$ cat src/rtl/prbs_pkg.sv
`default_nettype none
// ============================================================================
//  Module      : prbs_pkg
//  Description : Order codes, polynomial lookups and checker state encodings
//                shared by the PRBS generator/checker.
//  Revision    : 1.0  initial release
// ============================================================================
package prbs_pkg;

    localparam int MAX_ORDER = 31;

    typedef enum logic [2:0] {
        ORD_PRBS7  = 3'd0,
        ORD_PRBS9  = 3'd1,
        ORD_PRBS15 = 3'd2,
        ORD_PRBS23 = 3'd3,
        ORD_PRBS31 = 3'd4
    } order_e;

    typedef enum logic [0:0] {
        ST_SEARCH = 1'b0,
        ST_LOCKED = 1'b1
    } chk_state_e;

    // Codes 5..7 alias to PRBS31.
    function automatic order_e norm_order(input logic [2:0] sel);
        if (sel > 3'd4) return ORD_PRBS31;
        return order_e'(sel);
    endfunction

    // Index of the register MSB (order - 1).
    function automatic logic [4:0] order_msb(input order_e o);
        case (o)
            ORD_PRBS7:  return 5'd6;
            ORD_PRBS9:  return 5'd8;
            ORD_PRBS15: return 5'd14;
            ORD_PRBS23: return 5'd22;
            default:    return 5'd30;
        endcase
    endfunction

    // Index of the feedback tap (tap - 1).
    function automatic logic [4:0] order_tap(input order_e o);
        case (o)
            ORD_PRBS7:  return 5'd5;
            ORD_PRBS9:  return 5'd4;
            ORD_PRBS15: return 5'd13;
            ORD_PRBS23: return 5'd17;
            default:    return 5'd27;
        endcase
    endfunction

    function automatic logic [MAX_ORDER-1:0] order_mask(input order_e o);
        case (o)
            ORD_PRBS7:  return 31'h0000_007F;
            ORD_PRBS9:  return 31'h0000_01FF;
            ORD_PRBS15: return 31'h0000_7FFF;
            ORD_PRBS23: return 31'h007F_FFFF;
            default:    return 31'h7FFF_FFFF;
        endcase
    endfunction

    // An all-zero LFSR would lock up, so a zero seed is replaced by 1.
    function automatic logic [MAX_ORDER-1:0] seed_for(input logic [MAX_ORDER-1:0] seed,
                                                      input order_e o);
        logic [MAX_ORDER-1:0] s;
        s = seed & order_mask(o);
        if (s == '0) s = 31'd1;
        return s;
    endfunction

endpackage
`default_nettype wire

$ cat src/rtl/prbs_step.sv
`default_nettype none
// ============================================================================
//  Module      : prbs_step
//  Description : NB_PAR serial LFSR steps unrolled in one cycle. Generator mode
//                emits pattern bits; checker mode shifts in received bits and
//                emits per-bit mismatches against the prediction.
//  Revision    : 1.0  initial release
// ============================================================================
module prbs_step
    import prbs_pkg::*;
#(
    parameter int NB_PAR = 1
) (
    input  wire logic [MAX_ORDER-1:0] i_state,
    input  wire logic [2:0]           i_order,
    input  wire logic                 i_chk_mode,
    input  wire logic [NB_PAR-1:0]    i_rx_bits,
    output logic      [MAX_ORDER-1:0] o_state,
    output logic      [NB_PAR-1:0]    o_bits
);

    logic [4:0]           w_msb;
    logic [4:0]           w_tap;
    logic [MAX_ORDER-1:0] w_mask;
    logic [MAX_ORDER-1:0] w_s;
    logic [NB_PAR-1:0]    w_rx;
    logic [NB_PAR-1:0]    w_out;
    logic                 w_in;
    logic                 w_fb;
    logic                 w_bit;
    logic                 w_new;

    assign w_msb  = order_msb(order_e'(i_order));
    assign w_tap  = order_tap(order_e'(i_order));
    assign w_mask = order_mask(order_e'(i_order));

    // Bit NB_PAR-1 is earliest in time, so rx is consumed MSB-first and out
    // bits are shifted in from the LSB side.
    always_comb begin
        w_s   = i_state;
        w_rx  = i_rx_bits;
        w_out = '0;
        w_in  = 1'b0;
        w_fb  = 1'b0;
        w_bit = 1'b0;
        w_new = 1'b0;
        for (int k = 0; k < NB_PAR; k++) begin
            w_in  = w_rx[NB_PAR-1];
            w_fb  = w_s[w_msb] ^ w_s[w_tap];
            w_bit = i_chk_mode ? (w_in ^ w_fb) : w_s[w_msb];
            w_new = i_chk_mode ? w_in : w_fb;
            w_out = (w_out << 1) | NB_PAR'(w_bit);
            w_rx  = w_rx << 1;
            w_s   = ((w_s << 1) | {{(MAX_ORDER-1){1'b0}}, w_new}) & w_mask;
        end
        o_state = w_s;
        o_bits  = w_out;
    end

endmodule
`default_nettype wire

$ cat config.mk
export PLATFORM = sky130hd
export DESIGN_NAME = prbs_step
export DESIGN_NICKNAME = d
export VERILOG_FILES = /design/src/rtl/prbs_pkg.sv /design/src/rtl/prbs_step.sv
export SDC_FILE = /design/constraint.sdc
export NUM_CORES = 1
export LEC_CHECK = 0
export CAP_MARGIN = 30
export CORE_AREA = 5 5 42 44
export DETAILED_ROUTE_END_ITERATION = 10
export DIE_AREA = 0 0 47 49
export DONT_BUFFER_PORTS = 1
export PLACE_DENSITY_LB_ADDON = 0.08
export REMOVE_ABC_BUFFERS = 1
export SLEW_MARGIN = 20
export SYNTH_ARGS = -nofsm -noshare
export SYNTH_HDL_FRONTEND = slang
export SYNTH_SLANG_ARGS = --single-unit
$ cat constraint.sdc
create_clock -name vclk -period 2.5
set_input_delay 0.625 -clock vclk [all_inputs]
set_output_delay 0.625 -clock vclk [all_outputs]
set_load 0.02 [all_outputs]
==> reports/results.tsv, run 1 <==
metric	value	unit
first-pass GRT wire length	1610	um
period utilization	98.9	%
RSZ-0062 raised after global routing	yes	
area of the mapped netlist	463	um^2
setup bufs post-CTS	0	
post-synthesis mux area share	10.5	%
Netlist cell types	24	
I/O pin total	68	
Initial Util	33.0	%
vias in the first global route	365	
FF+latch area	0	um^2
crit-path leading delay family	compound AO/OA/AOI/OAI gates	
drt first pass iters	4	
nets@finish	89	
CP cell instances	mux2_4 > and4b_4 > a2111oi_4 > xor2_1 > a211o_1	
Final GP Congestion	0.698	
Fmax	404	MHz
Critical Path Start Type	input pin	
Worst slew margin	65.5	%
status	complete, no violations	
Hold Fails Final Rpt	0	
WL final	1160	um
Remaining Overflow, GRT	0	
maximum VDD drop	72.1	uV
via density per instance	5.76	
worst path buffer plus inverter count	0	
FILL cells	168	
Final min period	2.47	ns
WL per Instance	17.3	um
instance count of the mapped netlist	62	
register area share after synthesis	0	%
Post-Place Cells	67	
fin cells	67	
Via Count	386	
CP max stage delay	0.35	ns
Compound-Gate Fraction of Synth Area	19.5	%
Simple-Gate Fraction of Synth Area	43.5	%
Die Wd	47	um
area delta synth->final	-10.0	%
largest net degree at the start of global routing	21	
DRC	0	
Die Area	2300	um^2
core area	1400	um^2
WHS	1.25	ns
worst-margin pin slew	0.517	ns
Antenna Cells	0	
Adder-Cell Fraction of Synth Area	0	%
initial antenna violation count	0	
critical path peak fanout	7	
CP Data Arrival Time	1.85	ns
Seq Cell Count	0	
CP endpoint kind	output pin	
buffers added on ports	0	
slowest CP cell	a211o_1	
multi-input logic area	393	um^2
Post-Syn Area per Cell	7.47	um^2
hold buffers post-CTS	0	
max-cap check violation count	0	
leakage power	0.150	nW
# setup viols final	0	
antenna viol nets, final	0	
Setup CP Type	in2out	
clock buf count	0	
Hold Crit Class	in2out	
share of layout cells above drive strength 1	11.8	%
P per Cell Area	241	nW/um^2
hpwl dp	1020	um
WP data required	1.88	ns
main combinational cell family by area after synthesis	simple AND/OR/NAND/NOR gates	
Vert. Die Dim	49	um
gr usage total	8.57	%
Iteration-0 DRC Markers	12	
FP Rows	14	
synth warn	0	
xor/xnor share of the synthesized area	9.46	%
max-slew violation count	0	
-- timing repair --
item	4_1_cts	5_1_grt
gates resized for setup	0	1
endpoints found under the setup margin	1	1
pin swaps	4	1
-- path summary, 6_finish.rpt --
kind	slack, ns	cells past startpoint	end	from
worst max-delay path	0.03	5	o_bits	i_order[1]
worst min-delay path	1.25	0	o_state[5]	i_state[4]
-- power breakdown --
part / leakage (nW) / total, mW / internal (mW) / switching (mW)
logic: 0.150 / 0.100 / 0.0362 / 0.0640
clock network: 0 / 0 / 0 / 0
registers: 0 / 0 / 0 / 0
-- cell usage after synthesis (2+ instances only) --
cell type	instances	share of area, %
buf_4	7	11
nor2b_1	14	19
clkbuf_1	3	2.4
o31a_1	2	3.8
and2_1	8	11
o21ai_0	2	2.2
xnor2_1	4	7.6
nor2_1	3	2.4
nand2_1	3	2.4
a21oi_1	2	2.2
-- routing by layer --
| layer | vias up | GRT usage [%] | share of wire [%] |
|---|---|---|---|
| met5 | - | 0 | 0 |
| met1 | 167 | 11.1 | 37 |
| met4 | 0 | 0 | 0 |
| met2 | 38 | 14.9 | 49 |
| li1 | 181 | - | - |
| met3 | 0 | 1.85 | 14 |
-- cells in the final DEF, fill, tap and decap left out, drive strengths merged --
master,instances
nor2b,14
and2,8
xnor2,4
nor2,3
nand2,3
a21oi,2
o31a,2
o21ai,2
mux2,2
nor4b,1
and4b,1
inv,1
a2111oi,1
xor2,1
mux4,1
nand2b,1
and3,1
a211o,1
a221oi,1
o211ai,1
-- kinds of logic (layout without fill, tap and decap cells) --
group,count (synthesis),after routing
muxes,3,3
xor gates and xnor gates,5,5
AOI/OAI and AO/OA,10,10
and+or+nand+nor,32,32
buffers and inverters,12,1
-- layout make-up --
type	count	area share (%)
multi-input cells	50	94.3
well taps	16	4.80
inverters	1	0.901
-- metrics by stage --
stage	setup WS, ns	cell area, um^2	TNS, ns	power (mW)	utilization, %
floorplan	-0.0470	388	-0.0470	0.0923	-
global route	-0.0352	417	-0.0352	0.108	29.7
finish	0.0274	417	0	0.100	29.7
CTS	0.00670	408	0	0.101	29.1
global placement	-0.0927	408	-0.0927	0.101	29.1
detailed placement	-0.0984	408	-0.0984	0.100	29.1
Note: power is estimated with default switching activity, not from simulation.
==> run 2: changes to the inputs <==
==> constraint.sdc (replaced) <==
create_clock -name vclk -period 2.5
set_input_delay 0.625 -clock vclk [all_inputs]
set_output_delay 0.625 -clock vclk [all_outputs]
set_load 0.005 [all_outputs]
==> reports/results.tsv, run 2 (synthesis gave the netlist of run 1 again) <==
metric	value	unit	change
FP Rows	14		unchanged
Die Wd	47	um	unchanged
Design Power	0.0677	mW	was 0.100 mW
Comb pwr share	100.0	%	about the same
CP Data Arrival Time	1.83	ns	was 1.85 ns
area delta synth->final	-10.0	%	unchanged
share of layout cells above drive strength 1	11.8	%	unchanged
clock power share	0	%	about the same
WL met1	432	um	was 430 um
first-pass GRT wire length	1610	um	unchanged
CP endpoint kind	output pin		unchanged
# setup viols final	0		unchanged
Hold Fails Final Rpt	0		unchanged
largest net degree at the start of global routing	21		unchanged
slowest CP cell	a211o_1		unchanged
Final GP Congestion	0.698		about the same
Final min period	2.46	ns	was 2.47 ns
gr usage total	8.57	%	unchanged
WL final	1160	um	about the same
Via Count	389		was 386
Worst slew margin	65.6	%	was 65.5%
Sw Ratio	46.8	%	was 63.9%
maximum VDD drop	51.8	uV	was 72.1 uV
leakage power	0.150	nW	about the same
wire length on met3	157	um	unchanged
WHS	1.25	ns	about the same
nets@finish	89		unchanged
number of stages on the worst setup path	5		unchanged
crit-path leading delay family	compound AO/OA/AOI/OAI gates		unchanged
P per Cell Area	162	nW/um^2	was 241 nW/um^2
period utilization	98.4	%	was 98.9%
I/O pin total	68		unchanged
core area	1400	um^2	unchanged
Iteration-0 DRC Markers	13		was 12
Vert. Die Dim	49	um	unchanged
WP data required	1.88	ns	about the same
Antenna Cells	0		unchanged
Post-Place Cells	67		unchanged
status	complete, no violations		unchanged
FF+latch area	0	um^2	unchanged
clock buf count	0		unchanged
Initial Util	33.0	%	unchanged
buffers added on ports	0		unchanged
Fmax	407	MHz	was 404 MHz
Max Used Layer	met3		unchanged
drt first pass iters	4		unchanged
worst-margin pin slew	0.516	ns	was 0.517 ns
RSZ-0062 raised after global routing	yes		unchanged
critical path peak fanout	7		unchanged
max-slew violation count	0		unchanged
Setup CP Type	in2out		unchanged
CP max stage delay	0.32	ns	was 0.35 ns
WL per Instance	17.3	um	about the same
Critical Path Start Type	input pin		unchanged
Hold Crit Class	in2out		unchanged
DRC	0		unchanged
CP cell instances	mux2_4 > and4b_4 > a2111oi_4 > xor2_1 > a211o_1		unchanged
antenna viol nets, final	0		unchanged
max-cap check violation count	0		unchanged
worst path buffer plus inverter count	0		unchanged
via density per instance	5.81		was 5.76
Psw	0.0317	mW	was 0.0640 mW
initial antenna violation count	0		unchanged
commonest cells after routing, fill and taps aside	nor2b_1, and2_1, xnor2_1, nor2_1, nand2_1		unchanged
Die Area	2300	um^2	unchanged
vias in the first global route	363		was 365
Int Pwr	0.0360	mW	was 0.0362 mW
fin cells	67		unchanged
Flop pwr share	0	%	about the same
DR WL met2	569	um	was 568 um
final setup TNS	0	ns	unchanged
Remaining Overflow, GRT	0		unchanged
Seq Cell Count	0		unchanged
hpwl dp	1020	um	unchanged
worst hold stages	0		unchanged
most common cell after layout, fill and taps aside	nor2b_1		unchanged
-- run 2: metrics by stage --
step | util (%) | setup slack (ns) | area, um^2
2_1_floorplan | - | 0.0258 | 388
5_1_grt | 29.7 | -0.0294 | 417
4_1_cts | 29.1 | 0.0399 | 408
3_3_place_gp | 29.1 | -0.0235 | 408
3_5_place_dp | 29.1 | -0.0294 | 408
6_report | 29.7 | 0.0410 | 417
-- run 2: power groups by stage --
stage	combinational, mW	sequential [mW]	clock [mW]
2_1_floorplan	0.0596	0	0
3_3_place_gp	0.0688	0	0
3_5_place_dp	0.0677	0	0
4_1_cts	0.0684	0	0
5_1_grt	0.0754	0	0
6_report	0.0677	0	0
-- run 2: layout make-up --
| cell class | instances | area (um^2) |
|---|---|---|
| fillers | 168 | 985 |
| inverters | 1 | 3.75 |
| multi-input cells | 50 | 393 |
| well taps | 16 | 20.0 |
-- run 2: final timing paths --
check                 startpoint    endpoint  slack, ns
worst max-delay path  i_order[1]      o_bits       0.04
worst min-delay path  i_state[4]  o_state[5]       1.25
-- run 2: routing by layer --
layer  GRT usage, %  vias to the layer above
met3           1.85                        0
met1           11.1                      170
met5              0                        -
li1               -                      181
met4              0                        0
met2           14.9                       38
-- run 2: timing repair --
item	4_1_cts	5_1_grt
pin swaps	1	0
setup buffers	0	0
endpoints found under the hold margin	0	0
endpoints found under the setup margin	1	1
gates resized for setup	0	1
gates cloned	0	0
hold buffers	0	0
==> run 3: changes to the inputs <==
Settings changed: RECOVER_POWER from default to 100.
Clock period 2.5 ns to 1.99 ns, I/O delays scaled along.
==> reports/results.tsv, run 3 (synthesis gave the netlist of run 1 again) <==
metric	value	unit	change
Final GP Congestion	0.698		unchanged
antenna viol nets, final	0		unchanged
leakage power	0.144	nW	was 0.150 nW
Critical Path Start Type	input pin		unchanged
I/O pin total	68		unchanged
CP max stage delay	0.31	ns	was 0.32 ns
clock buf count	0		unchanged
nets@finish	89		unchanged
multi-input logic area	393	um^2	unchanged
WL final	1160	um	about the same
worst path buffer plus inverter count	0		unchanged
Die Wd	47	um	unchanged
crit-path leading delay family	compound AO/OA/AOI/OAI gates		unchanged
most common cell after layout, fill and taps aside	nor2b_1		unchanged
status	finished with violations		was complete, no violations
final setup TNS	-0.196	ns	was 0 ns
maximum VDD drop	65.1	uV	was 51.8 uV
CP endpoint kind	output pin		unchanged
Setup CP Type	in2out		unchanged
hpwl dp	1020	um	unchanged
WP data required	1.49	ns	was 1.88 ns
via density per instance	5.82		was 5.81
hold buffers post-CTS	0		unchanged
P per Cell Area	202	nW/um^2	was 162 nW/um^2
Design Power	0.0843	mW	was 0.0677 mW
final setup margin	-0.179	ns	was 0.0410 ns
Vert. Die Dim	49	um	unchanged
Fmax	461	MHz	
WL per Instance	17.3	um	about the same
Remaining Overflow, GRT	0		unchanged
FF+latch area	0	um^2	unchanged
commonest cells after routing, fill and taps aside	nor2b_1, and2_0, xnor2_1, nor2_1, nand2_1		was nor2b_1, and2_1, xnor2_1, nor2_1, nand2_1
FILL cells	168		unchanged
buffers added on ports	0		unchanged
critical path peak fanout	7		unchanged
Initial Util	33.0	%	unchanged
Seq Cell Count	0		unchanged
core area	1400	um^2	unchanged
DRC	0		unchanged
setup bufs post-CTS	0		unchanged
max-slew violation count	0		unchanged
Iteration-0 DRC Markers	12		was 13
# setup viols final	2		was 0
Die Area	2300	um^2	unchanged
CP cell instances	mux2_4 > and4b_4 > a2111oi_4 > a21oi_1 > a211o_1		was mux2_4 > and4b_4 > a2111oi_4 > xor2_1 > a211o_1
Antenna Cells	0		unchanged
largest net degree at the start of global routing	21		unchanged
worst-margin pin slew	0.518	ns	was 0.516 ns
share of layout cells above drive strength 1	11.8	%	unchanged
Hold Crit Class	in2out		unchanged
gr usage total	8.57	%	unchanged
number of stages on the worst setup path	5		unchanged
CP Data Arrival Time	1.67	ns	was 1.83 ns
period utilization	109	%	
worst hold stages	0		unchanged
slowest CP cell	mux2_4		was a211o_1
initial antenna violation count	0		unchanged
RSZ-0062 raised after global routing	yes		unchanged
Worst slew margin	65.5	%	was 65.6%
failing checks	setup timing		
vias in the first global route	365		was 363
max-cap check violation count	0		unchanged
first-pass GRT wire length	1610	um	unchanged
area delta synth->final	-10.0	%	unchanged
Hold Fails Final Rpt	0		unchanged
Final min period	2.17	ns	
drt first pass iters	4		unchanged
FP Rows	14		unchanged
Via Count	390		was 389
## run 3: layout make-up
| cell class | count | area share, % |
|---|---|---|
| multi-input combinational | 50 | 94.3 |
| inverter | 1 | 0.901 |
| tap | 16 | 4.80 |
## run 3: report_power, final
part,switching [mW],internal (mW)
Sequential,0,0
Clock,0,0
Combinational,0.0398,0.0445
## run 3: stage by stage
stage               cell area [um^2]  hold WS, ns  worst slack, ns  utilization [%]  instances
floorplan                        388        0.995           -0.229                -         51
finish                           417        0.995           -0.179             29.7         67
global placement                 408        0.995           -0.278             29.1         67
detailed placement               408        0.995           -0.284             29.1         67
global route                     417        0.995           -0.239             29.7         67
CTS                              408        0.995           -0.179             29.1         67
## run 3: worst paths after layout
check,start,to
min,i_state[4],o_state[5]
max,i_order[1],o_bits
## run 3: metal layers
layer  part of all wire, %  GRT usage [%]  routed length [um]
met1                    37           11.1                 434
met2                    49           14.9                 565
met3                    14           1.85                 158
met4                     0              0                   0
met5                     0              0                   0
## run 3: timing repair
item,CTS,global route
setup endpoints to repair,2,2
resized for setup,0,1
pin swaps,4,0
==> RTL change: new RTL, flow settings as in run 2 <==
Change the package constant `MAX_ORDER` from 31 to 62.
--- a/src/rtl/prbs_pkg.sv
+++ b/src/rtl/prbs_pkg.sv
@@ -7,7 +7,7 @@
 // ============================================================================
 package prbs_pkg;
 
-    localparam int MAX_ORDER = 31;
+    localparam int MAX_ORDER = 62;
 
     typedef enum logic [2:0] {
         ORD_PRBS7  = 3'd0,
Interface: changed (resized i_state and o_state); port bits go from 68 to 130. The function was not compared with the original's and may differ.
==> RTL change against run 2 <==
- design area up 6.0%
- total power is 0.47% lower
- setup slack gained 0.11 ns
- via count rose by 4.9%
- critical path depth decreased by 1
- routed wire length is 38% higher
- synthesized area rose by 30%
- final cell count rose by 34%
- largest power group unchanged
==> RTL change: results (changes against run 2) <==
stage,metric,value,unit,change
synth,Netlist cell types,19,,was 24
synth,yosys warns,0,,unchanged
placed_design,Setup Slack @ Placement,0.140,ns,was -0.0294 ns
critical_path,Worst Setup SP,i_order[0],,was i_order[1]
critical_path,Critical Path End,o_state[0],,was o_bits
final_layout,Seq cells,0,,unchanged
global_route,number of global-route vias before repair,421,,was 363
timing,Tcrit/Tclk final,94.1,%,was 98.4%
synth,post-synthesis sequential area ratio,0,%,unchanged
timing,Worst-Margin Slew,0.535,ns,was 0.516 ns
final_layout,final net count,143,,was 89
timing,Setup TNS Final,0,ns,unchanged
placed_design,Port-buffer cells,0,,unchanged
placed_design,Post-DP HPWL,1510,microns,was 1020 microns
critical_path,CP arrival,1.73,ns,was 1.83 ns
drt,Wirelength per Cell,17.8,microns,was 17.3 microns
placed_design,GPL Wtd Cong,0.604,,was 0.698
drt,drt first-iter violations,2,,was 13
global_route,first-pass GRT wire length,2080,microns,was 1610 microns
critical_path,CP max-delay cell,a221o_1,,was a211o_1
worst_hold_path,Hold WC Path Type,in -> out,,unchanged
cts,post-CTS setup buffers,0,,unchanged
global_route,Total GRT Usage,12.1,%,was 8.57%
synth,largest cells by area after synthesis,"buf_4 47%, nor2b_1 16%, and2_1 8.3%",,"was nor2b_1 19%, buf_4 11%, and2_1 11%"
critical_path,Worst Path Max Fanout,7,,unchanged
critical_path,Worst path max stage delay,0.39,ns,was 0.32 ns
status,outcome,finished clean,,unchanged
power,leakage power,0.228,nW,was 0.150 nW
final_layout,ant diodes,0,,unchanged
synth,synth cell count leaders,"38 x buf_4, 15 x nor2b_1, 8 x and2_1",,"was 14 x nor2b_1, 8 x and2_1, 7 x buf_4"
final_layout,clock buffers,0,,unchanged
drt,Vias/cell,4.53,,was 5.81
global_route,largest net degree at the start of global routing,15,,was 21
critical_path,kind of critical path,in -> out,,unchanged
global_route,antenna violations before repair,0,,unchanged
power,peak supply drop,0.0414,mV,was 0.0518 mV
cts,post-cts sizing count,0,,unchanged
worst_hold_path,WHS Path Cells,0,,unchanged
cts,CTS Hold Bufs,0,,unchanged
drt,First-pass DRT Iterations,3,,was 4
final_layout,layout cells sized above 1,6.76,%,was 11.8%
## RTL change: layout make-up
class | instances | area, sq um
well taps | 16 | 20.0
fillers | 164 | 960
multi-input cells | 73 | 414
repair buffers | 1 | 7.51
## RTL change: kinds of logic (layout without fill, tap and decap cells)
family                 after synthesis  in the layout  share of synthesized area, %
buffers and inverters               40              1                          49.9
AO/OA/AOI/OAI                        7              7                          9.56
XOR/XNOR                             2              2                          2.91
other                                1             31                         0.623
multiplexers                         4              4                          7.69
AND/OR/NAND/NOR                     29             29                          29.3
## RTL change: routing by layer
metal / vias to the layer above / routed length [microns] / global-route usage, %
li1: 178 / - / -
met3: 0 / 479 / 11.8
met4: 0 / 0 / 0
met5: - / 0 / 0
met2: 65 / 683 / 19.0
met1: 165 / 442 / 12.2
## RTL change: worst min path at each step
stage / start / end / slack, ns
6_report: i_state[5] / o_state[6] / 1.25
5_1_grt: i_state[4] / o_state[5] / 1.25
4_1_cts: i_state[5] / o_state[6] / 1.25
3_5_place_dp: i_state[5] / o_state[6] / 1.25
3_3_place_gp: i_state[5] / o_state[6] / 1.25
2_1_floorplan: i_state[0] / o_state[1] / 1.25
## RTL change: report_power, final
group	internal [mW]	switching (mW)
Sequential	0	0
Clock	0	0
Combinational	0.0274	0.0400
## RTL change: stage by stage
| step | util (%) | area (sq um) | std cells | power (mW) |
|---|---|---|---|---|
| 4_1_cts | 31.5 | 442 | 90 | 0.0668 |
| 3_5_place_dp | 31.5 | 442 | 90 | 0.0666 |
| 2_1_floorplan | - | 414 | 73 | 0.0570 |
| 5_1_grt | 31.5 | 442 | 90 | 0.0772 |
| 3_3_place_gp | 31.5 | 442 | 90 | 0.0661 |
| 6_report | 31.5 | 442 | 90 | 0.0673 |
## RTL change: critical path, delay by kind of cell
family	cells	cell delay, ns
AND/OR/NAND/NOR	1	0.20
multiplexers	1	0.27
AO/OA/AOI/OAI	2	0.63
